<file path="src/rtl/qnigma_pkg.sv">
// Shared qnigma stack types and constants.
// Transmit-source indices, TX arbiter FSM encoding, frame timing limits.
package qnigma_pkg;

  localparam int IFG                = 12;
  localparam int MTU_DEFAULT        = 1500;
  localparam int TX_ARB_GNT_TIMEOUT = 16;

  typedef enum logic [1:0] {
    TX_SRC_ICMP = 2'd0,
    TX_SRC_TCP  = 2'd1,
    TX_SRC_UDP  = 2'd2,
    TX_SRC_DNS  = 2'd3
  } tx_src_t;

  typedef enum logic [1:0] {
    IDLE  = 2'd0,
    GRANT = 2'd1,
    XMIT  = 2'd2,
    GAP   = 2'd3
  } tx_arb_fsm_t;

endpackage

</file>
<file path="src/rtl/qnigma_rr_pick.sv">
// Rotate-priority picker: first set req bit searching upward from last+1 (mod N).
// Latency: combinational.
// Backpressure: none; vld is low when no bit of req is set.
module qnigma_rr_pick #(
  parameter int N = 4
) (
  input  logic [N-1:0]         req,
  input  logic [$clog2(N)-1:0] last,
  output logic [$clog2(N)-1:0] idx,
  output logic                 vld
);

  localparam int W = $clog2(N);

  logic [W-1:0] j;

  // Scan from farthest to nearest so the nearest requester overwrites the result.
  always_comb begin
    idx = '0;
    vld = 1'b0;
    j   = '0;
    for (int k = N; k >= 1; k--) begin
      j = W'((int'(last) + k) % N);
      if (req[j]) begin
        idx = j;
        vld = 1'b1;
      end
    end
  end

endmodule

</file>
<file path="src/rtl/qnigma_tx_arb.sv">
// Packet-granular TX arbiter muxing N frame sources onto the MAC; QNIGMA_TX_ARB_PRIO_EN favours source 0.
// Latency: grant 1 cycle after request in IDLE; data registered, 1 cycle after src_val.
// Backpressure: tx_rdy gates new grants only; frames are truncated at MAX_LEN, idle grants time out.
module qnigma_tx_arb #(
  parameter int N           = 4,
  parameter int IFG         = qnigma_pkg::IFG,
  parameter int MAX_LEN     = qnigma_pkg::MTU_DEFAULT + 14,
  parameter int GNT_TIMEOUT = qnigma_pkg::TX_ARB_GNT_TIMEOUT
) (
  input  logic                 clk,
  input  logic                 rst,
  input  logic [N-1:0]         src_req,
  input  logic [N-1:0]         src_val,
  input  logic [N*8-1:0]       src_dat,
  output logic [N-1:0]         src_gnt,
  input  logic                 tx_rdy,
  output logic                 tx_val,
  output logic [7:0]           tx_dat,
  output logic                 tx_err,
  output logic [$clog2(N)-1:0] tx_src,
  output logic                 busy
);

  import qnigma_pkg::*;

  localparam int W = $clog2(N);

  tx_arb_fsm_t  state, state_nxt;
  logic [N-1:0] gnt_nxt;
  logic [W-1:0] src_nxt, last, last_nxt;
  logic         tval_nxt, terr_nxt;
  logic [7:0]   tdat_nxt;
  logic [15:0]  len, len_nxt, tmo, tmo_nxt, gap, gap_nxt;

  logic [7:0]   dat_arr [N];
  logic         cur_val, cur_req;
  logic [7:0]   cur_dat;
  logic [W-1:0] pick_idx;
  logic         pick_vld;

  always_comb begin
    for (int i = 0; i < N; i++) dat_arr[i] = src_dat[8*i +: 8];
  end

  assign cur_val = src_val[tx_src];
  assign cur_req = src_req[tx_src];
  assign cur_dat = dat_arr[tx_src];
  assign busy    = (state != IDLE);

`ifdef QNIGMA_TX_ARB_PRIO_EN
  // Sources 1..N-1 keep their own rotation pointer so interleaved
  // ICMP grants do not reset their fairness.
  logic [W-1:0] last_rr, lo_idx;
  logic         lo_vld;

  qnigma_rr_pick #(.N(N)) u_pick (
    .req  ({src_req[N-1:1], 1'b0}),
    .last (last_rr),
    .idx  (lo_idx),
    .vld  (lo_vld)
  );

  // Source 0 preempts unless it was the previous grantee and others are waiting.
  always_comb begin
    pick_vld = |src_req;
    pick_idx = lo_idx;
    if (src_req[0] && ((last != '0) || !lo_vld)) pick_idx = '0;
  end

  always_ff @(posedge clk) begin
    if (rst) begin
      last_rr <= W'(N - 1);
    end else if (state == IDLE && tx_rdy && pick_vld && pick_idx != '0) begin
      last_rr <= pick_idx;
    end
  end
`else
  qnigma_rr_pick #(.N(N)) u_pick (
    .req  (src_req),
    .last (last),
    .idx  (pick_idx),
    .vld  (pick_vld)
  );
`endif

  always_comb begin
    state_nxt = state;
    gnt_nxt   = src_gnt;
    src_nxt   = tx_src;
    last_nxt  = last;
    tval_nxt  = 1'b0;
    tdat_nxt  = tx_dat;
    terr_nxt  = 1'b0;
    len_nxt   = len;
    tmo_nxt   = tmo;
    gap_nxt   = gap;
    case (state)
      IDLE: begin
        len_nxt = '0;
        if (tx_rdy && pick_vld) begin
          state_nxt = GRANT;
          gnt_nxt   = N'(1) << pick_idx;
          src_nxt   = pick_idx;
          last_nxt  = pick_idx;
          tmo_nxt   = '0;
        end
      end
      GRANT: begin
        if (cur_val) begin
          tval_nxt  = 1'b1;
          tdat_nxt  = cur_dat;
          len_nxt   = 16'd1;
          state_nxt = XMIT;
          if (16'd1 == 16'(MAX_LEN)) begin
            terr_nxt  = 1'b1;
            gnt_nxt   = '0;
            gap_nxt   = '0;
            state_nxt = GAP;
          end
        end else if (!cur_req || tmo == 16'(GNT_TIMEOUT - 1)) begin
          // Revoked grant: straight back to IDLE, no gap.
          gnt_nxt   = '0;
          state_nxt = IDLE;
        end else begin
          tmo_nxt = tmo + 16'd1;
        end
      end
      XMIT: begin
        if (cur_val) begin
          tval_nxt = 1'b1;
          tdat_nxt = cur_dat;
          len_nxt  = len + 16'd1;
          if (len + 16'd1 == 16'(MAX_LEN)) begin
            terr_nxt  = 1'b1;
            gnt_nxt   = '0;
            gap_nxt   = '0;
            state_nxt = GAP;
          end
        end else begin
          gnt_nxt   = '0;
          gap_nxt   = '0;
          state_nxt = GAP;
        end
      end
      GAP: begin
        gnt_nxt = '0;
        if (gap == 16'(IFG - 1)) state_nxt = IDLE;
        else                     gap_nxt   = gap + 16'd1;
      end
      default: state_nxt = IDLE;
    endcase
  end

  always_ff @(posedge clk) begin
    if (rst) begin
      state   <= IDLE;
      src_gnt <= '0;
      tx_src  <= '0;
      last    <= W'(N - 1);
      tx_val  <= 1'b0;
      tx_dat  <= '0;
      tx_err  <= 1'b0;
      len     <= '0;
      tmo     <= '0;
      gap     <= '0;
    end else begin
      state   <= state_nxt;
      src_gnt <= gnt_nxt;
      tx_src  <= src_nxt;
      last    <= last_nxt;
      tx_val  <= tval_nxt;
      tx_dat  <= tdat_nxt;
      tx_err  <= terr_nxt;
      len     <= len_nxt;
      tmo     <= tmo_nxt;
      gap     <= gap_nxt;
    end
  end

endmodule

</file>
<file path="config.mk">
export PLATFORM = sky130hd
export DESIGN_NAME = qnigma_tx_arb
export DESIGN_NICKNAME = d
export VERILOG_FILES = /design/src/rtl/qnigma_pkg.sv /design/src/rtl/qnigma_rr_pick.sv /design/src/rtl/qnigma_tx_arb.sv
export SDC_FILE = /design/constraint.sdc
export NUM_CORES = 1
export LEC_CHECK = 0
export ABC_AREA = 0
export BUFFER_PORTS_ARGS = -buffer_cell sky130_fd_sc_hd__buf_2
export CAP_MARGIN = 10
export CORE_UTILIZATION = 50
export CTS_CLUSTER_DIAMETER = 50
export DETAILED_ROUTE_END_ITERATION = 10
export HOLD_SLACK_MARGIN = 0.08
export PLACE_DENSITY = 0.73
export SLEW_MARGIN = 0
export SYNTH_ARGS = -nofsm -noshare
export SYNTH_HDL_FRONTEND = slang
export SYNTH_HIERARCHICAL = 1
export SYNTH_SLANG_ARGS = --single-unit
</file>
<file path="constraint.sdc">
create_clock -name clk -period 3.4 [get_ports clk]
set_input_delay 0.17 -clock clk [delete_from_list [all_inputs] [get_ports clk]]
set_output_delay 0.17 -clock clk [all_outputs]
set_load 0.05 [all_outputs]
</file>
==> results of run 1 <==
## path summary, 6_finish.rpt
check,end,cells after the start
worst max-delay path,gap[6]$_SDFFE_PP0P_,9
worst min-delay path,last[0]$_SDFFE_PP1P_,3
worst max register to register,gap[6]$_SDFFE_PP0P_,9
worst min register to register,tx_dat[5]$_SDFFE_PP0P_,2
## worst max-delay path: cells and delay by family, from the launching register on
family | cells | cell delay (ns)
buffers and inverters | 1 | 0.25
AOI/OAI and AO/OA | 4 | 0.82
adders and majority gates | 1 | 0.29
and+or+nand+nor | 3 | 1.01
DFF | 1 | 0.47
## flip-flops by register name (all words and copies together), names as in the netlist, named ones only
signal   flops
last         2
tmo         16
tx_dat       8
tx_src       2
gap         16
tx_err       1
state        1
src_gnt      4
tx_val       1
len         16
## layout make-up
type,instances,area (µm²),area share (%)
well taps,99,124,2.84
repair buffers,64,333,7.62
flip-flops and latches,68,1360,31.2
multi-input cells,364,2300,52.7
inverters,12,45.0,1.03
clock inverters,5,61.3,1.40
clock buffers,11,141,3.24
## stage by stage
stage	hold slack [ns]	util [%]	std cells
finish	0.151	59.6	623
global route	0.161	59.6	623
CTS	0.134	59.6	623
detailed placement	0.443	56.8	607
global placement	0.440	56.8	607
floorplan	0.347	-	468
## cells in the final DEF, fill, tap and decap left out, types with 13 or more instances in the layout
cell type,netlist,final
o31ai_1,13,13
xnor2_1,13,13
or4_1,17,17
a21oi_1,52,52
nor2_1,45,45
nand2_1,52,52
nand3_1,18,18
dfxtp_1,68,68
buf_2,3,59
o21ai_0,23,23
## cells by family (layout without fill, tap and decap cells)
family | count (synthesis) | in the layout | share of synthesized area [%]
simple gates | 216 | 216 | 29.9
compound gates | 110 | 110 | 17.2
flops | 68 | 68 | 35.7
buf+inv | 36 | 92 | 4.03
xor+xnor | 16 | 16 | 3.67
mux | 14 | 14 | 6.95
fa+ha+maj | 8 | 8 | 2.62
## power breakdown
group | switching [W] | total, W | internal, W
clock | 0.000330 | 0.000690 | 0.000360
combinational | 0.000255 | 0.000385 | 0.000130
sequential | 0.0000227 | 0.000849 | 0.000826
total | 0.000608 | 0.00192 | 0.00132
## per-layer routing
layer	vias to the layer above	GRT usage, %
met3	12	4.25
met1	1692	29.8
met5	-	0
met4	0	11.0
met2	97	37.0
li1	1831	-
==> results.rst, run 1 <==
.. list-table::
   :header-rows: 1

   * - Metric
     - Value
   * - Worst ir drop on vdd
     - 0.000246 V
   * - Final nets
     - 570
   * - Number of distinct library cells after synthesis
     - 54
   * - Type of the most critical hold path
     - primary input to register
   * - Detailed-routed wire length on met2
     - 4160 µm
   * - Final antenna-violating net count
     - 0
   * - Clock transition at the register clock pins on the worst setup and hold paths after CTS
     - around 0.08 ns
   * - Starting utilization of the core area
     - a little over half
   * - Sequential fraction of the synthesis area
     - 35.7%
   * - Via count
     - 3632
   * - Worst slew pin tran
     - 0.757 ns
   * - PwrDens
     - around 440 nW/µm²
   * - Total power of the final layout
     - 0.00192 W
   * - Weighted congestion at the end of routability-driven global placement
     - 0.882
   * - Bufs on Longest Clock Path
     - 2
   * - Number of enable flip-flop cells after synthesis
     - 0
   * - Overall global routing resource usage
     - 23.0%
   * - Total die area
     - approximately 8000 µm²
   * - Width of the chip
     - 89.4 µm
   * - Beginning of the worst register-to-register path
     - len[0]$_SDFFE_PP0P_
   * - Total standard cell area after synthesis
     - 3820 µm²
   * - Routed WL per cell
     - 13.9 µm
   * - Met1 routed wirelength after detailed routing
     - 3910 µm
   * - RSZ-0062 raised after global routing
     - no
   * - Number of sinks on the clock net
     - 68
   * - Placement row count
     - 31
   * - Placement-stage cell area
     - 4170 µm²
   * - Post-DP HPWL
     - 5930 µm
   * - Biggest fanout along the worst timing path
     - 40
   * - Final count of pins violating max slew
     - 0
   * - Achievable frequency
     - 0.343 GHz
   * - Cell breakdown of the critical path
     - ha_1 > nand3_1 > nor2_1 > o211ai_1 > a211oi_1 > a21oi_2 > buf_4 > or4_1 > a21oi_1
   * - Arrival time worst endpoint
     - 3.20 ns
   * - CTS hold repair buffers
     - 0
   * - Minimum setup slack after placement
     - roughly 0.51 ns
   * - Startpoint of the worst hold path
     - tx_rdy
   * - Synth area leader
     - dfxtp_1
   * - TritonCTS clock tree
     - done
   * - Number of clock buffers inserted by TritonCTS
     - 9
   * - Quantity of I/O buffers inserted on ports
     - 59
   * - Post-synthesis cell count
     - 468
   * - Status
     - complete, no violations
   * - H-Tree Level Count
     - 3
   * - Max transition margin
     - approximately half
   * - Largest cells by area after synthesis
     - dfxtp_1, a21oi_1, mux4_2, nand2_1, nor2_1
   * - Clk Latency, worst-skew pair
     - 0.35 ns
   * - Resized cells post-CTS
     - 0
   * - Total number of yosys warnings
     - 6
   * - Setup skew after layout
     - 0.0109 ns
   * - Total of fill cells in the finished design
     - roughly 670
   * - Routed wire length
     - ~8600 µm
   * - Flops & latches, synth
     - 68
   * - Core region area
     - 7330 µm²
   * - Routed vias/inst
     - a little under 6
   * - Worst Slack Setup Final
     - 0.485 ns
   * - Category of the critical setup timing path
     - register to register
   * - Maximum Capacitance Violations
     - 0
   * - Clock tree root buffer cell
     - clkbuf_8
   * - Worst path required time
     - 3.69 ns
   * - First-pass GRT wire length
     - 14100 µm
   * - Met3 wire len
     - 403 µm
   * - Pin count of the biggest net entering global routing
     - 42
   * - Period utilization
     - 85.7%
   * - Average size of a mapped cell
     - 8.16 µm²
   * - Sum of negative setup slack
     - 0 ns
   * - Share of final-layout standard cells stronger than drive strength 1
     - 17.9%
   * - Endpoints failing hold
     - 0
   * - Yosys top cell area share
     - a little over a third
   * - Via count of the first global-routing pass
     - 3180
   * - Die Y
     - 89.4 µm
   * - Area Growth Syn to Fin
     - 14.4%
   * - Final-report setup violation count
     - 0
   * - Critical Path Sink Type
     - register
   * - Count of pins on the block boundary
     - 60
   * - Leakage power of the design
     - between 1.5 and 2 nW
   * - Residual DRC
     - 0
   * - Proportion of register bits with asynchronous set or reset after synthesis
     - 0%
   * - Post-CTS setup-driven buffer insertion count
     - 0
   * - Net count after synthesis
     - between 500 and 600
   * - Diodes inserted
     - 0
   * - Total global routing overflow
     - 0
   * - Main flop type after synthesis
     - dfxtp_1
   * - Category of the worst setup path launch point
     - register
   * - First element of the critical path
     - len[0]$_SDFFE_PP0P_
   * - Most frequent cell after synthesis
     - dfxtp_1
   * - Uppermost layer routed
     - met4
   * - Antenna violations before repair
     - 0
   * - Design Area, Final
     - roughly 4400 µm²
   * - Library cell contributing the largest single delay on the critical path
     - or4_1
   * - Detailed-router iteration count before antenna repair
     - 5
   * - Post-synth top cells
     - dfxtp_1, a21oi_1, nand2_1
   * - FF-to-FF setup slack
     - 0.49 ns
   * - Violation count after the first detailed-route iteration
     - 176
   * - Shortest period the worst path allows
     - 2.91 ns
   * - Delay of the slowest critical-path stage
     - 0.54 ns
(Power assumes the default switching activity.)
==> run 2, diff against run 1 <==
--- a/config.mk
+++ b/config.mk
@@ -13,6 +13,7 @@
 export DETAILED_ROUTE_END_ITERATION = 10
 export HOLD_SLACK_MARGIN = 0.08
 export PLACE_DENSITY = 0.73
+export SETUP_SLACK_MARGIN = 0.5
 export SLEW_MARGIN = 0
 export SYNTH_ARGS = -nofsm -noshare
 export SYNTH_HDL_FRONTEND = slang
==> constraint.sdc (replaced) <==
create_clock -name clk -period 3.4 [get_ports clk]
set_input_delay 0.17 -clock clk [delete_from_list [all_inputs] [get_ports clk]]
set_output_delay 0.17 -clock clk [all_outputs]
set_load 0.005 [all_outputs]
==> results.rst, run 2 (synthesis gave the netlist of run 1 again) <==
.. list-table::
   :header-rows: 1

   * - Metric
     - Value
   * - Shortest period the worst path allows
     - 2.76 ns (was 2.91 ns)
   * - Minimum setup slack after placement
     - 0.516 ns (was 0.509 ns)
   * - Arrival time worst endpoint
     - 3.02 ns (was 3.20 ns)
   * - Switching share of power
     - 26.0% (was 31.6%)
   * - Bufs on Longest Clock Path
     - 2 (unchanged)
   * - FF-to-FF setup slack
     - 0.64 ns (was 0.49 ns)
   * - Critical Path Sink Type
     - register (unchanged)
   * - Antenna violations before repair
     - 0 (unchanged)
   * - Comb pwr share
     - 16.2% (was 20.0%)
   * - Max transition margin
     - 43.7% (was 49.5%)
   * - Reg2reg end
     - src_gnt[1]$_SDFFE_PP0P_ (was gap[6]$_SDFFE_PP0P_)
   * - Clock transition at the register clock pins on the worst setup and hold paths after CTS
     - 0.07 ns (was 0.08 ns)
   * - CTS hold repair buffers
     - 0 (unchanged)
   * - Met2 Usage GRT
     - 37.2% (was 37.0%)
   * - Maximum Capacitance Violations
     - 0 (unchanged)
   * - Endpoints failing hold
     - 0 (unchanged)
   * - Biggest fanout along the worst timing path
     - 40 (unchanged)
   * - Total global routing overflow
     - 0 (unchanged)
   * - TritonCTS clock tree
     - done (unchanged)
   * - Commonest non-fill, non-tap cell in the layout
     - dfxtp_1 (unchanged)
   * - Type of the most critical hold path
     - primary input to register (unchanged)
   * - Total of fill cells in the finished design
     - 668 (was 666)
   * - Category of the critical setup timing path
     - register to register (unchanged)
   * - Startpoint of the worst hold path
     - tx_rdy (unchanged)
   * - Power Internal
     - 0.00143 W (was 0.00132 W)
   * - Number of clock buffers inserted by TritonCTS
     - 9 (unchanged)
   * - Total die area
     - 7990 µm² (unchanged)
   * - Routed WL per cell
     - 13.6 µm (was 13.9 µm)
   * - Design Area, Final
     - 4450 µm² (was 4370 µm²)
   * - Diodes inserted
     - 0 (unchanged)
   * - Met3 demand-to-capacity share in global routing
     - 6.65% (was 4.25%)
   * - Setup skew after layout
     - 0.00697 ns (was 0.0109 ns)
   * - Area Growth Syn to Fin
     - 16.6% (was 14.4%)
   * - Portion of total power attributed to the clock network
     - 39.7% (was 35.9%)
   * - Placement row count
     - 31 (unchanged)
   * - Most used routing layer
     - met2 (unchanged)
   * - Leakage power of the design
     - 1.59 nW (was 1.55 nW)
   * - RSZ-0062 raised after global routing
     - no (unchanged)
   * - Final count of pins violating max slew
     - 0 (unchanged)
   * - Worst slew pin tran
     - 0.837 ns (was 0.757 ns)
   * - Sum of negative setup slack
     - 0 ns (unchanged)
   * - Overall global routing resource usage
     - 22.0% (was 23.0%)
   * - Core region area
     - 7330 µm² (unchanged)
   * - Sequential cell area
     - 1370 µm² (was 1360 µm²)
   * - Starting utilization of the core area
     - 52.1% (unchanged)
   * - H-Tree Level Count
     - 3 (unchanged)
   * - Final-report setup violation count
     - 0 (unchanged)
   * - Number of stages on the worst hold path
     - 3 (unchanged)
   * - Total area of multi-input combinational cells
     - 2330 µm² (was 2300 µm²)
   * - Met1 usage in global routing
     - 27.4% (was 29.8%)
   * - Clk Latency, worst-skew pair
     - 0.34 ns (was 0.35 ns)
   * - Violation count after the first detailed-route iteration
     - 179 (was 176)
   * - Routed wire length
     - 8480 µm (was 8640 µm)
   * - Quantity of I/O buffers inserted on ports
     - 59 (unchanged)
   * - Sequential group share of total power
     - 44.1% (about the same)
   * - Leading cell types in the layout, fill and taps excluded
     - dfxtp_1, buf_2, nand2_1, a21oi_1, nor2_1 (unchanged)
   * - Category of the worst setup path launch point
     - register (unchanged)
   * - Achievable frequency
     - 0.363 GHz (was 0.343 GHz)
   * - Beginning of the worst register-to-register path
     - len[7]$_SDFFE_PP0P_ (was len[0]$_SDFFE_PP0P_)
   * - Number of sinks on the clock net
     - 68 (unchanged)
   * - Residual DRC
     - 0 (unchanged)
   * - Biggest regs
     - gap (16), len (16), tmo (16) (unchanged)
   * - Total power of the final layout
     - 0.00193 W (was 0.00192 W)
   * - Net load switching power
     - 0.000502 W (was 0.000608 W)
   * - Min-Delay Endpoint
     - last[1]$_SDFFE_PP1P_ (was last[0]$_SDFFE_PP1P_)
   * - Die Y
     - 89.4 µm (unchanged)
   * - Count of pins on the block boundary
     - 60 (unchanged)
   * - First-pass GRT wire length
     - 13600 µm (was 14100 µm)
   * - Final nets
     - 572 (was 570)
   * - Width of the chip
     - 89.4 µm (unchanged)
   * - PwrDens
     - 433 nW/µm² (was 440 nW/µm²)
   * - Worst Slack Setup Final
     - 0.642 ns (was 0.485 ns)
   * - Via count of the first global-routing pass
     - 3043 (was 3180)
   * - Worst path required time
     - 3.67 ns (was 3.69 ns)
   * - Status
     - complete, no violations (unchanged)
   * - Clock tree root buffer cell
     - clkbuf_8 (unchanged)
   * - Via count
     - 3600 (was 3632)
   * - Pin count of the biggest net entering global routing
     - 42 (unchanged)
   * - Period utilization
     - 81.1% (was 85.7%)
   * - Post-DP HPWL
     - 5870 µm (was 5930 µm)
   * - Detailed-router iteration count before antenna repair
     - 4 (was 5)
   * - Placement-stage cell area
     - 4170 µm² (unchanged)
   * - Share of final-layout standard cells stronger than drive strength 1
     - 20.4% (was 17.9%)
   * - Worst ir drop on vdd
     - 0.000276 V (was 0.000246 V)
   * - Routed vias/inst
     - 5.77 (was 5.83)
   * - Weighted congestion at the end of routability-driven global placement
     - 0.888 (was 0.882)
   * - Worst Reg2Reg Path Length in Cells
     - 8 (was 9)
   * - Final antenna-violating net count
     - 0 (unchanged)
## run 2: changes by cell type in the layout (fill, tap and decap cells not counted), moves of 2 or more
cell,previous run,this run
buf_4,5,7
clkbuf_8,10,12
clkinvlp_4,3,0
dfxtp_1,68,61
dfxtp_2,0,7
## run 2: worst max path at each step
| stage | start | depth (start not counted) | endpoint |
|---|---|---|---|
| finish | len[7]$_SDFFE_PP0P_ | 8 | src_gnt[1]$_SDFFE_PP0P_ |
| global route | len[0]$_SDFFE_PP0P_ | 9 | src_gnt[1]$_SDFFE_PP0P_ |
| CTS | len[0]$_SDFFE_PP0P_ | 8 | src_gnt[1]$_SDFFE_PP0P_ |
| detailed placement | len[0]$_SDFFE_PP0P_ | 9 | gap[5]$_SDFFE_PP0P_ |
| global placement | len[0]$_SDFFE_PP0P_ | 9 | src_gnt[1]$_SDFFE_PP0P_ |
| floorplan | len[4]$_SDFFE_PP0P_ | 9 | gap[14]$_SDFFE_PP0P_ |
## run 2: cell type report
type	count	area share [%]
multi-input combinational	364	52.3
sequential	68	30.8
timing repair buffer	66	7.82
clock buffer	12	3.71
tap	99	2.78
clock inverter	3	1.55
inverter	12	1.01
## run 2: routing by layer
metal	up-vias	share of wire [%]
li1	1831	-
met4	0	0.47
met2	88	50
met1	1677	45
met5	-	0
met3	4	4.6
## run 2: power groups by stage
stage / Sequential (W) / Combinational [W] / Clock [W]
2_1_floorplan: 0.000866 / 0.000211 / 0
3_3_place_gp: 0.000866 / 0.000305 / 0
3_5_place_dp: 0.000868 / 0.000313 / 0
4_1_cts: 0.000850 / 0.000314 / 0.000787
5_1_grt: 0.000854 / 0.000350 / 0.000822
6_report: 0.000850 / 0.000313 / 0.000766
## run 2: what timing repair did
| action | in CTS | in global routing |
|---|---|---|
| buffers inserted | 0 | 2 |
| endpoints found under the setup margin | 8 | 21 |
| gates resized for setup | 1 | 12 |
| pin swaps | 0 | 2 |
## run 2: critical path, cell delays in order, from the launching register on
cell and delay [ns]:
dfxtp_1 0.44, nand2_1 0.18, or3_4 0.45, o31a_1 0.32
nor4_4 0.26, a21oi_2 0.08, buf_4 0.24, or4b_1 0.57
a21oi_1 0.13
## run 2: stage by stage
stage	util [%]	hold slack [ns]	cells
3_3_place_gp	56.8	0.440	607
3_5_place_dp	56.8	0.443	607
6_report	60.7	0.155	624
5_1_grt	60.7	0.163	624
2_1_floorplan	-	0.347	468
4_1_cts	60.1	0.131	622
==> run 3, diff against run 2 <==
==> constraint.sdc (replaced) <==
create_clock -name clk -period 2.6 [get_ports clk]
set_input_delay 0.13 -clock clk [delete_from_list [all_inputs] [get_ports clk]]
set_output_delay 0.13 -clock clk [all_outputs]
set_load 0.005 [all_outputs]
==> results.rst, run 3 (synthesis gave the netlist of run 1 again) <==
.. list-table::
   :header-rows: 1

   * - Metric
     - Value
   * - Design Area, Final
     - 5230 µm² (was 4450 µm²)
   * - Most used routing layer
     - met2 (unchanged)
   * - Count of pins on the block boundary
     - 60 (unchanged)
   * - Worst slew pin tran
     - 0.799 ns (was 0.837 ns)
   * - H-Tree Level Count
     - 3 (unchanged)
   * - Residual DRC
     - 0 (unchanged)
   * - Met2 Usage GRT
     - 44.8% (was 37.2%)
   * - TritonCTS clock tree
     - done (unchanged)
   * - Routed wire length
     - 10200 µm (was 8480 µm)
   * - Width of the chip
     - 89.4 µm (unchanged)
   * - Total of fill cells in the finished design
     - 543 (was 668)
   * - Final-report setup violation count
     - 0 (unchanged)
   * - Worst path buffer plus inverter count
     - 2 (was 1)
   * - Category of the critical setup timing path
     - register to register (unchanged)
   * - Category of the worst setup path launch point
     - register (unchanged)
   * - Starting utilization of the core area
     - 52.1% (unchanged)
   * - Delay of the slowest critical-path stage
     - 0.44 ns (was 0.57 ns)
   * - RSZ-0062 raised after global routing
     - yes (was no)
   * - Status
     - complete, no violations (unchanged)
   * - Total global routing overflow
     - 0 (unchanged)
   * - Clock tree root buffer cell
     - clkbuf_8 (unchanged)
   * - Arrival time worst endpoint
     - 2.74 ns (was 3.02 ns)
   * - Worst path required time
     - 2.83 ns (was 3.67 ns)
   * - Violation count after the first detailed-route iteration
     - 179 (unchanged)
   * - Quantity of I/O buffers inserted on ports
     - 59 (unchanged)
   * - PwrDens
     - 487 nW/µm² (was 433 nW/µm²)
   * - Overall global routing resource usage
     - 25.5% (was 22.0%)
   * - Biggest regs
     - gap (16), len (16), tmo (16) (unchanged)
   * - Commonest non-fill, non-tap cell in the layout
     - buf_2 (was dfxtp_1)
   * - Achievable frequency
     - 0.399 GHz (was 0.363 GHz)
   * - Share of final-layout standard cells stronger than drive strength 1
     - 35.5% (was 20.4%)
   * - Weighted congestion at the end of routability-driven global placement
     - 0.875 (was 0.888)
   * - Core region area
     - 7330 µm² (unchanged)
   * - Die Y
     - 89.4 µm (unchanged)
   * - Area Growth Syn to Fin
     - 37.0% (was 16.6%)
   * - Antenna violations before repair
     - 0 (unchanged)
   * - Leakage power of the design
     - 1.96 nW (was 1.59 nW)
   * - Clock transition at the register clock pins on the worst setup and hold paths after CTS
     - 0.08 ns (was 0.07 ns)
   * - Routed vias/inst
     - 6.00 (was 5.77)
   * - Met1 usage in global routing
     - 31.0% (was 27.4%)
   * - Detailed-router iteration count before antenna repair
     - 5 (was 4)
   * - Met3 demand-to-capacity share in global routing
     - 6.74% (was 6.65%)
   * - Shortest period the worst path allows
     - 2.50 ns (was 2.76 ns)
   * - Placement row count
     - 31 (unchanged)
   * - Critical Path Sink Type
     - register (unchanged)
   * - Final hold slack
     - 0.109 ns (was 0.155 ns)
   * - Leading cell types in the layout, fill and taps excluded
     - buf_2, dfxtp_1, nand2_1, a21oi_1, buf_4 (was dfxtp_1, buf_2, nand2_1, a21oi_1, nor2_1)
   * - Pin count of the biggest net entering global routing
     - 42 (unchanged)
   * - Max transition margin
     - 46.7% (was 43.7%)
   * - Number of clock buffers inserted by TritonCTS
     - 9 (unchanged)
   * - Endpoints failing hold
     - 0 (unchanged)
   * - Library cell contributing the largest single delay on the critical path
     - dfxtp_1 (was or4b_1)
   * - Placement-stage cell area
     - 4320 µm² (was 4170 µm²)
   * - Total die area
     - 7990 µm² (unchanged)
   * - Final antenna-violating net count
     - 0 (unchanged)
   * - Worst ir drop on vdd
     - 0.000346 V (was 0.000276 V)
   * - First-pass GRT wire length
     - 15900 µm (was 13600 µm)
   * - Diodes inserted
     - 0 (unchanged)
   * - Final count of pins violating max slew
     - 0 (unchanged)
   * - Clk Latency, worst-skew pair
     - 0.35 ns (was 0.34 ns)
   * - Via count of the first global-routing pass
     - 3594 (was 3043)
   * - Post-route non-filler standard cell count
     - 673 (was 624)
   * - CP delay by family, top
     - compound AO/OA/AOI/OAI gates (was simple AND/OR/NAND/NOR gates)
   * - Total power of the final layout
     - 0.00255 W (was 0.00193 W)
   * - Period utilization
     - 96.3% (was 81.1%)
   * - Instance count after placement with tap cells included
     - 620 (was 607)
   * - Cell breakdown of the critical path
     - nand4_1 > nor4_2 > xor2_1 > a211oi_2 > a21oi_2 > buf_4 > bufbuf_16 > o31ai_2 > a21oi_1 (was nand2_1 > or3_4 > o31a_1 > nor4_4 > a21oi_2 > buf_4 > or4b_1 > a21oi_1)
   * - Biggest fanout along the worst timing path
     - 10 (was 40)
   * - Number of sinks on the clock net
     - 68 (unchanged)
   * - Via count
     - 4040 (was 3600)
   * - Final nets
     - 620 (was 572)
   * - Sum of negative setup slack
     - 0 ns (unchanged)
   * - Setup skew after layout
     - 0.00919 ns (was 0.00697 ns)
   * - Post-DP HPWL
     - 6050 µm (was 5870 µm)
   * - Maximum Capacitance Violations
     - 0 (unchanged)
   * - Routed WL per cell
     - 15.2 µm (was 13.6 µm)
   * - Type of the most critical hold path
     - primary input to register (unchanged)
   * - Bufs on Longest Clock Path
     - 2 (unchanged)
[run 3: stage by stage]
step / worst slack [ns] / utilization (%)
3_3_place_gp: 0.153 / 59.0
4_1_cts: 0.165 / 67.1
2_1_floorplan: 0.184 / -
5_1_grt: 0.00632 / 71.3
6_report: 0.0951 / 71.3
3_5_place_dp: 0.0178 / 59.0
[run 3: power by group]
part	total (W)	switching [W]	internal (W)	leakage, nW
Combinational	0.000551	0.000299	0.000252	1.30
Clock	0.000886	0.000439	0.000447	0.104
Sequential	0.00111	0.0000334	0.00108	0.558
[run 3: tightest hold or removal path: cells and delay by family]
family                 cells  cell delay [ns]
and+or+nand+nor            2             0.17
buffers and inverters      1             0.12
[run 3: worst paths after layout]
path,depth (start not counted),slack [ns],from,end
min,3,0.11,tx_rdy,last[1]$_SDFFE_PP1P_
max,9,0.1,len[10]$_SDFFE_PP0P_,gap[14]$_SDFFE_PP0P_
max reg2reg,9,0.1,len[10]$_SDFFE_PP0P_,gap[14]$_SDFFE_PP0P_
min reg2reg,2,0.46,tx_dat[2]$_SDFFE_PP0P_,tx_dat[2]$_SDFFE_PP0P_
[run 3: routing by layer]
layer / up-vias / share of wire (%)
li1: 1935 / -
met2: 134 / 51
met4: 0 / 1.7
met3: 21 / 5.5
met1: 1950 / 42
met5: - / 0
[run 3: repair_timing]
item,in CTS,in global routing
setup endpoints to repair,50,44
pin swaps,10,26
buffers inserted,28,7
gates cloned,2,0
hold buffers,0,0
gates resized for setup,33,54
[run 3: layout make-up]
class	count	area, µm²	share of cell area (%)
Clock buffer	9	124	2.37
Clock inverter	7	75.1	1.44
Inverter	12	45.0	0.861
Multi-Input combinational cell	364	2660	50.9
Sequential cell	68	1400	26.8
Tap cell	99	124	2.37
Timing Repair Buffer	114	800	15.3
